File: config.mk
export PLATFORM = sky130hd
export DESIGN_NAME = jk_counter_arbiter
export DESIGN_NICKNAME = d
export VERILOG_FILES = /design/src/rtl/jk_counter_arbiter_pkg.sv /design/src/rtl/jk_en_counter.sv /design/src/rtl/jk_counter_arbiter.sv
export SDC_FILE = /design/constraint.sdc
export NUM_CORES = 1
export LEC_CHECK = 0
export ABC_CLOCK_PERIOD_IN_PS = 2200
export CAP_MARGIN = 20
export CORE_MARGIN = 4
export CORE_UTILIZATION = 40
export CTS_BUF_LIST = sky130_fd_sc_hd__clkbuf_8
export CTS_CLUSTER_SIZE = 10
export DETAILED_ROUTE_END_ITERATION = 12
export DONT_BUFFER_PORTS = 1
export PLACE_DENSITY = 0.51
export SETUP_SLACK_MARGIN = 0.4
export SLEW_MARGIN = 20
export SYNTH_ARGS = -nofsm -noshare
export SYNTH_HDL_FRONTEND = slang
export SYNTH_SLANG_ARGS = --single-unit
File: constraint.sdc
create_clock -name clk -period 2.2 [get_ports clk]
set_input_delay 0.22 -clock clk [delete_from_list [all_inputs] [get_ports clk]]
set_output_delay 0.22 -clock clk [all_outputs]
set_load 0.05 [all_outputs]
File: src/rtl/jk_counter_arbiter_pkg.sv
// Shared types, defaults and the round-robin pick for jk_counter_arbiter.
package jk_counter_arbiter_pkg;

    typedef enum logic [1:0] {
        ST_IDLE = 2'd0,
        ST_RUN  = 2'd1,
        ST_DONE = 2'd2
    } state_e;

    localparam int unsigned DEF_WIDTH = 4;
    localparam int unsigned DEF_NREQ  = 2;
    localparam int unsigned MAX_NREQ  = 8;
    localparam int unsigned MAX_IDW   = 3;

    // First valid requester after last_id, wrapping at nreq; returns last_id if none valid.
    function automatic logic [MAX_IDW-1:0] rr_winner(
        input logic [MAX_NREQ-1:0] valid,
        input logic [MAX_IDW-1:0]  last_id,
        input int unsigned         nreq
    );
        logic                found;
        logic [MAX_IDW-1:0]  win;
        int unsigned         idx;
        found = 1'b0;
        win   = last_id;
        for (int unsigned s = 1; s <= MAX_NREQ; s++) begin
            idx = (32'(last_id) + s) % nreq;
            if (!found && (s <= nreq) && valid[MAX_IDW'(idx)]) begin
                found = 1'b1;
                win   = MAX_IDW'(idx);
            end
        end
        return win;
    endfunction

endpackage

File: src/rtl/jk_en_counter.sv
// Synchronous up-counter built from JK flops (J=K toggle chain) with sync clear and enable.
module jk_en_counter #(
    parameter int unsigned WIDTH = 4
) (
    input  logic             clk,
    input  logic             rst,
    input  logic             i_en,
    input  logic             i_clr,
    output logic [WIDTH-1:0] o_cnt
);

    logic [WIDTH-1:0] r_q;
    logic [WIDTH-1:0] w_t;
    logic [WIDTH-1:0] w_j;
    logic [WIDTH-1:0] w_k;

    // Bit k toggles when enabled and all lower bits are 1; clear forces J=0,K=1.
    always_comb begin
        logic w_carry;
        w_carry = i_en;
        w_t     = '0;
        for (int unsigned k = 0; k < WIDTH; k++) begin
            w_t[k]  = w_carry;
            w_carry = w_carry & r_q[k];
        end
        w_j = i_clr ? '0 : w_t;
        w_k = i_clr ? '1 : w_t;
    end

    always_ff @(posedge clk or posedge rst) begin
        if (rst) begin
            r_q <= '0;
        end else begin
            r_q <= (w_j & ~r_q) | (~w_k & r_q);
        end
    end

    assign o_cnt = r_q;

endmodule

File: src/rtl/jk_counter_arbiter.sv
// Round-robin scheduler sharing one JK up-counter between NREQ interval requesters.
module jk_counter_arbiter
    import jk_counter_arbiter_pkg::*;
#(
    parameter int unsigned WIDTH = DEF_WIDTH,
    parameter int unsigned NREQ  = DEF_NREQ,
    localparam int unsigned IDW  = (NREQ > 1) ? $clog2(NREQ) : 1
) (
    input  logic                  clk,
    input  logic                  rst,
    input  logic [NREQ-1:0]       i_req_valid,
    input  logic [NREQ*WIDTH-1:0] i_req_len,
    output logic [NREQ-1:0]       o_req_ready,
    input  logic                  i_tick_en,
    input  logic                  i_abort,
    output logic                  o_busy,
    output logic [IDW-1:0]        o_grant_id,
    output logic [WIDTH-1:0]      o_cnt,
    output logic [NREQ-1:0]       o_done,
    output logic                  o_aborted
);

    state_e              r_state;
    state_e              w_state_next;
    logic [WIDTH-1:0]    r_len_q;
    logic [IDW-1:0]      r_grant_id;
    logic [IDW-1:0]      r_last_id;
    logic                r_busy;
    logic [NREQ-1:0]     r_done;
    logic                r_aborted;

    logic [WIDTH-1:0]    w_cnt;
    logic [WIDTH-1:0]    w_sel_len;
    logic [IDW-1:0]      w_winner;
    logic [IDW-1:0]      w_grant_next;
    logic [NREQ-1:0]     w_ready;
    logic [NREQ-1:0]     w_done_vec;
    logic                w_hs;
    logic                w_cnt_en;
    logic                w_abort_take;

    assign w_winner = IDW'(rr_winner(MAX_NREQ'(i_req_valid), MAX_IDW'(r_last_id), NREQ));

    // Combinational one-hot ready to the winner; suppressed outside IDLE and during reset.
    always_comb begin
        w_ready   = '0;
        w_sel_len = '0;
        if (!rst && (r_state == ST_IDLE) && (|i_req_valid)) begin
            for (int unsigned i = 0; i < NREQ; i++) begin
                if (w_winner == IDW'(i)) begin
                    w_ready[i] = 1'b1;
                end
            end
        end
        for (int unsigned i = 0; i < NREQ; i++) begin
            if (w_winner == IDW'(i)) begin
                w_sel_len = i_req_len[i*WIDTH +: WIDTH];
            end
        end
    end

    assign w_hs = |(i_req_valid & w_ready);

    always_comb begin
        w_state_next = r_state;
        w_grant_next = r_grant_id;
        w_cnt_en     = 1'b0;
        w_abort_take = 1'b0;
        w_done_vec   = '0;
        case (r_state)
            ST_IDLE: begin
                if (w_hs) begin
                    w_grant_next = w_winner;
                    w_state_next = (w_sel_len == '0) ? ST_DONE : ST_RUN;
                end
            end
            ST_RUN: begin
                // Abort outranks a coincident terminal tick.
                if (i_abort) begin
                    w_state_next = ST_IDLE;
                    w_abort_take = 1'b1;
                end else if (i_tick_en) begin
                    w_cnt_en = 1'b1;
                    if ((w_cnt + WIDTH'(1)) == r_len_q) begin
                        w_state_next = ST_DONE;
                    end
                end
            end
            ST_DONE: begin
                w_state_next = ST_IDLE;
            end
            default: begin
                w_state_next = ST_IDLE;
            end
        endcase
        for (int unsigned i = 0; i < NREQ; i++) begin
            w_done_vec[i] = (w_grant_next == IDW'(i));
        end
    end

    always_ff @(posedge clk or posedge rst) begin
        if (rst) begin
            r_state    <= ST_IDLE;
            r_len_q    <= '0;
            r_grant_id <= '0;
            r_last_id  <= IDW'(NREQ - 1);
            r_busy     <= 1'b0;
            r_done     <= '0;
            r_aborted  <= 1'b0;
        end else begin
            r_state    <= w_state_next;
            r_grant_id <= w_grant_next;
            if (w_hs) begin
                r_len_q   <= w_sel_len;
                r_last_id <= w_winner;
            end
            r_busy    <= (w_state_next != ST_IDLE);
            r_done    <= (w_state_next == ST_DONE) ? w_done_vec : '0;
            r_aborted <= w_abort_take;
        end
    end

    jk_en_counter #(
        .WIDTH (WIDTH)
    ) u_counter (
        .clk   (clk),
        .rst   (rst),
        .i_en  (w_cnt_en),
        .i_clr (w_hs),
        .o_cnt (w_cnt)
    );

    assign o_req_ready = w_ready;
    assign o_busy      = r_busy;
    assign o_grant_id  = r_grant_id;
    assign o_cnt       = w_cnt;
    assign o_done      = r_done;
    assign o_aborted   = r_aborted;

endmodule

# Word level (Yosys, flattened, before mapping)

Cells that the tools add are included.

Flip-flop bits (word level): 16
Bits of input ports: 14

$add $sub $neg: 3
$lt $le $gt $ge: 2
Equal/unequal tests: 3
Multiplexer cells: 27
Bitwise gates (word level): 10
Reductions and logical operators: 10

Operator list:

| operator                                             | count |
|---|---|
| 2-to-1 mux 1 bit                                     | 16 |
| 2-to-1 mux 2 bit                                     | 7 |
| 2-to-1 mux 4 bit                                     | 3 |
| bitwise AND 4 bit                                    | 2 |
| < comparator 1 x 4 -> 1 bit (second input constant)  | 2 |
| inverter 4 bit                                       | 2 |
| adder 4 x 1 -> 4 bit (second input constant)         | 1 |
| equality test 4 bit                                  | 1 |
| zero test 4 bit                                      | 1 |
| bitwise OR 4 bit                                     | 1 |
| one-hot mux 2 bit (2 select lines)                   | 1 |
| OR reduction 2 bit                                   | 2 |
| bitwise AND 1 bit                                    | 3 |
| logical AND 1 bit                                    | 3 |
| adder 1 bit (second input constant)                  | 2 |
| bitwise AND 2 bit                                    | 1 |
| equality test 2 x 1 -> 1 bit (second input constant) | 1 |
| equality test 2 bit (second input constant)          | 1 |
| zero test 1 bit                                      | 2 |
| zero test 2 bit                                      | 1 |
| nonzero test 2 bit                                   | 1 |
| inverter 1 bit                                       | 1 |

# Depth between registers and ports, before layout

Word-level depth: 15
Gate-level depth with buffers: 5

# By module

From an unflattened synthesis, not the netlist that was laid out.

Cell total of the unflattened synthesis: 78
Area, all modules: 828.3 um2

By module, submodules not included:

| module             | instances | cells an instance | area an instance (um2) |
|---|---|---|---|
| jk_counter_arbiter | 1         | 60                | 629.4 |
| jk_en_counter      | 1         | 18                | 198.9 |

# Worst setup path after synthesis

No wires, ideal clock.

Kind: register -> output
From: reg r_state[1]
To: out o_req_ready[1]
Arrival time: 1.663 ns
Required time: 1.980 ns
Slack: 0.317 ns
Stages on the path, launching flop included: 3
Cell sequence: dfrtp_1 or4_4 nor2_1

Word-level cells in the longest chain between the ends: 4

Ends and longest elaborated chain:

| item                           | line                      | RTL |
|---|---|---|
| start: declaration             | jk_counter_arbiter.sv:23  | `state_e r_state;` |
| start signal: assignment       | jk_counter_arbiter.sv:111 | `r_state <= w_state_next;` |
| zero test 2 bit                | jk_counter_arbiter.sv:48  | `if (!rst && (r_state == ST_IDLE) && (\|i_req_valid)) begin` |
| logical AND 1 bit (2 in a row) | jk_counter_arbiter.sv:48  |  |
| 2-to-1 mux 2 bit               | jk_counter_arbiter.sv:48  |  |
| end: declaration               | jk_counter_arbiter.sv:13  | `output logic [NREQ-1:0] o_req_ready,` |

No other way between the ends.

# Worst setup path after layout

From: reg r_state[0]
To: out o_req_ready[0]

The elaborated chain is that of the path after synthesis.

==> flow_metrics.py <==
metrics = {
    "synth": {
        "synth_flop_cell": "dfrtp_1",
        "yosysTopAreaCellShare_pct": 44.8,
        "synth_edf_count": 0,
        "syn_nets": 98,
        "yosys.area.top_type": "dfrtp_1",
        "syn_inst": 83,
        "synth-async-reset-ratio_pct": 100,
        "ys_types": 33,
        "synth_area_leaders": "dfrtp_1, nor2_1, nand2_1, xnor2_1, xor2_1",
        "synth_area_sq_um": 838,
        "syn_avg_cell_area_sq_um": 10.1,
        "synthTopCellsByCount": "dfrtp_1, nor2_1, nand2_1",
        "seq_area_frac_synth_pct": 47.9,
        "ys_warn_count": 0,
        "synth-seq-cells": 16,
    },
    "run_status": {
        "status": "finished, final reports clean",
    },
    "route": {
        "drt_iter0_drc": 4,
        "drt_wl_total_mm": 1.65,
        "wire_per_inst_um": 13.8,
        "vias": 605,
        "ant_nets": 0,
        "drtPass1Iterations": 2,
        "drc": 0,
        "drt-vias-per-instance": 5.04,
    },
    "placed_design": {
        "io_buffer_count": 0,
        "place_inst": 112,
        "dp_hpwl_mm": 1.29,
        "place_congestion": 0.749,
    },
    "die": {
        "die_width_um": 53.8,
        "dieArea_sq_um": 2890,
        "rows": 16,
        "ioPinCount": 25,
        "core_area_sq_um": 1980,
        "start_util_pct": 42.3,
        "die_y_um": 53.8,
    },
    "critical_path": {
        "worstReg2RegStart": "r_state[1]$_DFF_PP0_",
        "critPathTopFamily": "simple AND/OR/NAND/NOR gates",
        "cp_cell_sequence": "or4_4 -> nor2_4",
        "arrival_ns": 1.55,
        "cp-end-kind": "output port",
        "crit_fanout": 4,
        "crit_start": "r_state[0]$_DFF_PP0_",
        "path_buf_inv": 0,
        "crit_type": "flip-flop to output port",
        "cp_data_required_time_ns": 1.98,
        "slowest_delay_ns": 0.57,
        "cp-start-kind": "flip-flop",
        "crit_slowest_cell": "or4_4",
    },
    "global_route": {
        "grt_overflow": 0,
        "grt_pass1_wl_mm": 2.70,
        "antenna_found_initial": 0,
        "grt_usage_pct": 13.4,
        "grt_pass1_vias": 629,
        "grt_start_max_net_pins": 17,
    },
    "clock_network": {
        "clock_path_buffers": 2,
        "clock_latency_ns": 0.25,
        "cts_max_level": 1,
        "cts.sinks": 16,
        "cts_tree": "yes",
        "clk_pin_slew_worst_paths_ns": 0.06,
        "cts_made_buffers": 3,
        "ctsRootBufferMaster": "clkbuf_8",
    },
    "final_layout": {
        "area_growth_syn_to_layout_pct": 19.1,
        "final_cells": 120,
        "final_layout_size_suffix_gt1_share_pct": 24.7,
        "diodes": 0,
        "layout.nets": 109,
    },
    "worst_hold_path": {
        "min_from": "i_abort",
        "hp-class": "input port to flip-flop",
    },
    "power": {
        "vdd_drop_max_mv": 0.657,
        "powerDensity_nw_per_um2": 1310,
        "p_leak_nw": 0.447,
    },
    "timing": {
        "max_freq_ghz": 0.564,
        "hold_viol_final": 0,
        "finalCriticalPeriod_ns": 1.77,
        "setup_viol": 0,
        "fin_crit_sh_pct": 80.5,
        "worstMarginPinSlew_ns": 0.606,
        "relSlewSlack_pct": 59.6,
        "rsz0062_at_grt": "true",
        "clock_skew_ns": 0.00227,
        "hold_slack_ns": 0.0706,
        "drv_slew": 0,
        "tns_ns": 0,
    },
    "flow_run": {
        "cap_violations": 0,
    },
}
## state kept, by name, summed over array words and instances, names as in the netlist
register / count
o_aborted: 1
o_busy: 1
o_done: 2
o_grant_id: 1
r_last_id: 1
r_len_q: 4
r_state: 2
u_counter.o_cnt: 4
## where the power goes
| part | internal, mW | switching (mW) |
|---|---|---|
| clock | 0.159 | 0.101 |
| combinational | 0.215 | 0.282 |
| sequential | 0.395 | 0.155 |
| total | 0.769 | 0.539 |
## cell families after synthesis
group                      after synthesis  share of synthesized area, %
AOI/OAI and AO/OA                       12                          10.6
xor gates and xnor gates                 9                          11.2
adders and majority gates                1                          1.49
buffers and inverters                    5                          2.84
DFF                                     16                          47.9
muxes                                    1                          1.79
and+or+nand+nor                         39                          24.2
## path summary, 6_finish.rpt
| kind | endpoint | slack (ns) | cells after the start |
|---|---|---|---|
| max | o_req_ready[0] | 0.43 | 2 |
| min | o_aborted$_DFF_PP0_ | 0.07 | 2 |
| max reg2reg | o_done[1]$_DFF_PP0_ | 0.61 | 5 |
| min reg2reg | r_last_id$_DFFE_PP1N_ | 0.51 | 1 |
| max in group asynchronous | r_state[0]$_DFF_PP0_ | 1.30 | 2 |
| min in group asynchronous | u_counter.o_cnt[2]$_DFF_PP0_ | 0.48 | 2 |
## per-layer routing
metal | up-vias | global-route usage (%) | part of all wire, %
met5 | - | 0 | 0
met4 | 0 | 7.66 | 0.85
met3 | 2 | 5.26 | 9.1
met2 | 21 | 21.6 | 47
met1 | 279 | 15.1 | 43
li1 | 303 | - | -
## layout make-up
cell class              instances  area, sq um
fillers                       197          983
multi-input cells              62          428
flip-flops and latches         16          404
repair buffers                  9         70.1
clock buffers                   4         55.1
well taps                      27         33.8
inverters                       2         7.51
## layout by cell type (no fill, tap or decap), drive strengths merged
cell type     n
xor3          1
nand2b        1
inv           2
xor2          4
nand3         4
and4bb        1
and2          1
clkbuf        4
or2           1
dfrtp        15
a31oi         4
nor3          1
dfstp         1
buf           8
nand4         1
o21ai         3
ha            1
a21o          1
or4           2
a21boi        1
xnor2         4
nand2        10
dlygate4sd3   1
nor2         15
a22o          1
nor4          2
a21oi         1
mux2          1
o211ai        1
## per-stage QoR
| step | setup slack (ns) | util [%] | area, sq um | power (mW) |
|---|---|---|---|---|
| global placement | 0.505 | 45.4 | 900 | 1.01 |
| global route | 0.382 | 50.4 | 998 | 1.39 |
| floorplan | 0.412 | - | 845 | 0.928 |
| finish | 0.428 | 50.4 | 998 | 1.31 |
| CTS | 0.400 | 49.2 | 975 | 1.29 |
| detailed placement | 0.496 | 45.4 | 900 | 1.01 |
## repair_timing
action                                 in CTS  in global routing
hold buffers                                1                  0
gates resized for setup                     3                  1
setup endpoints to repair                   2                  2
endpoints found under the hold margin      15                  0
pin swaps                                   3                  1
setup buffers                               0                  3
Power figures use the tool's default switching activity.
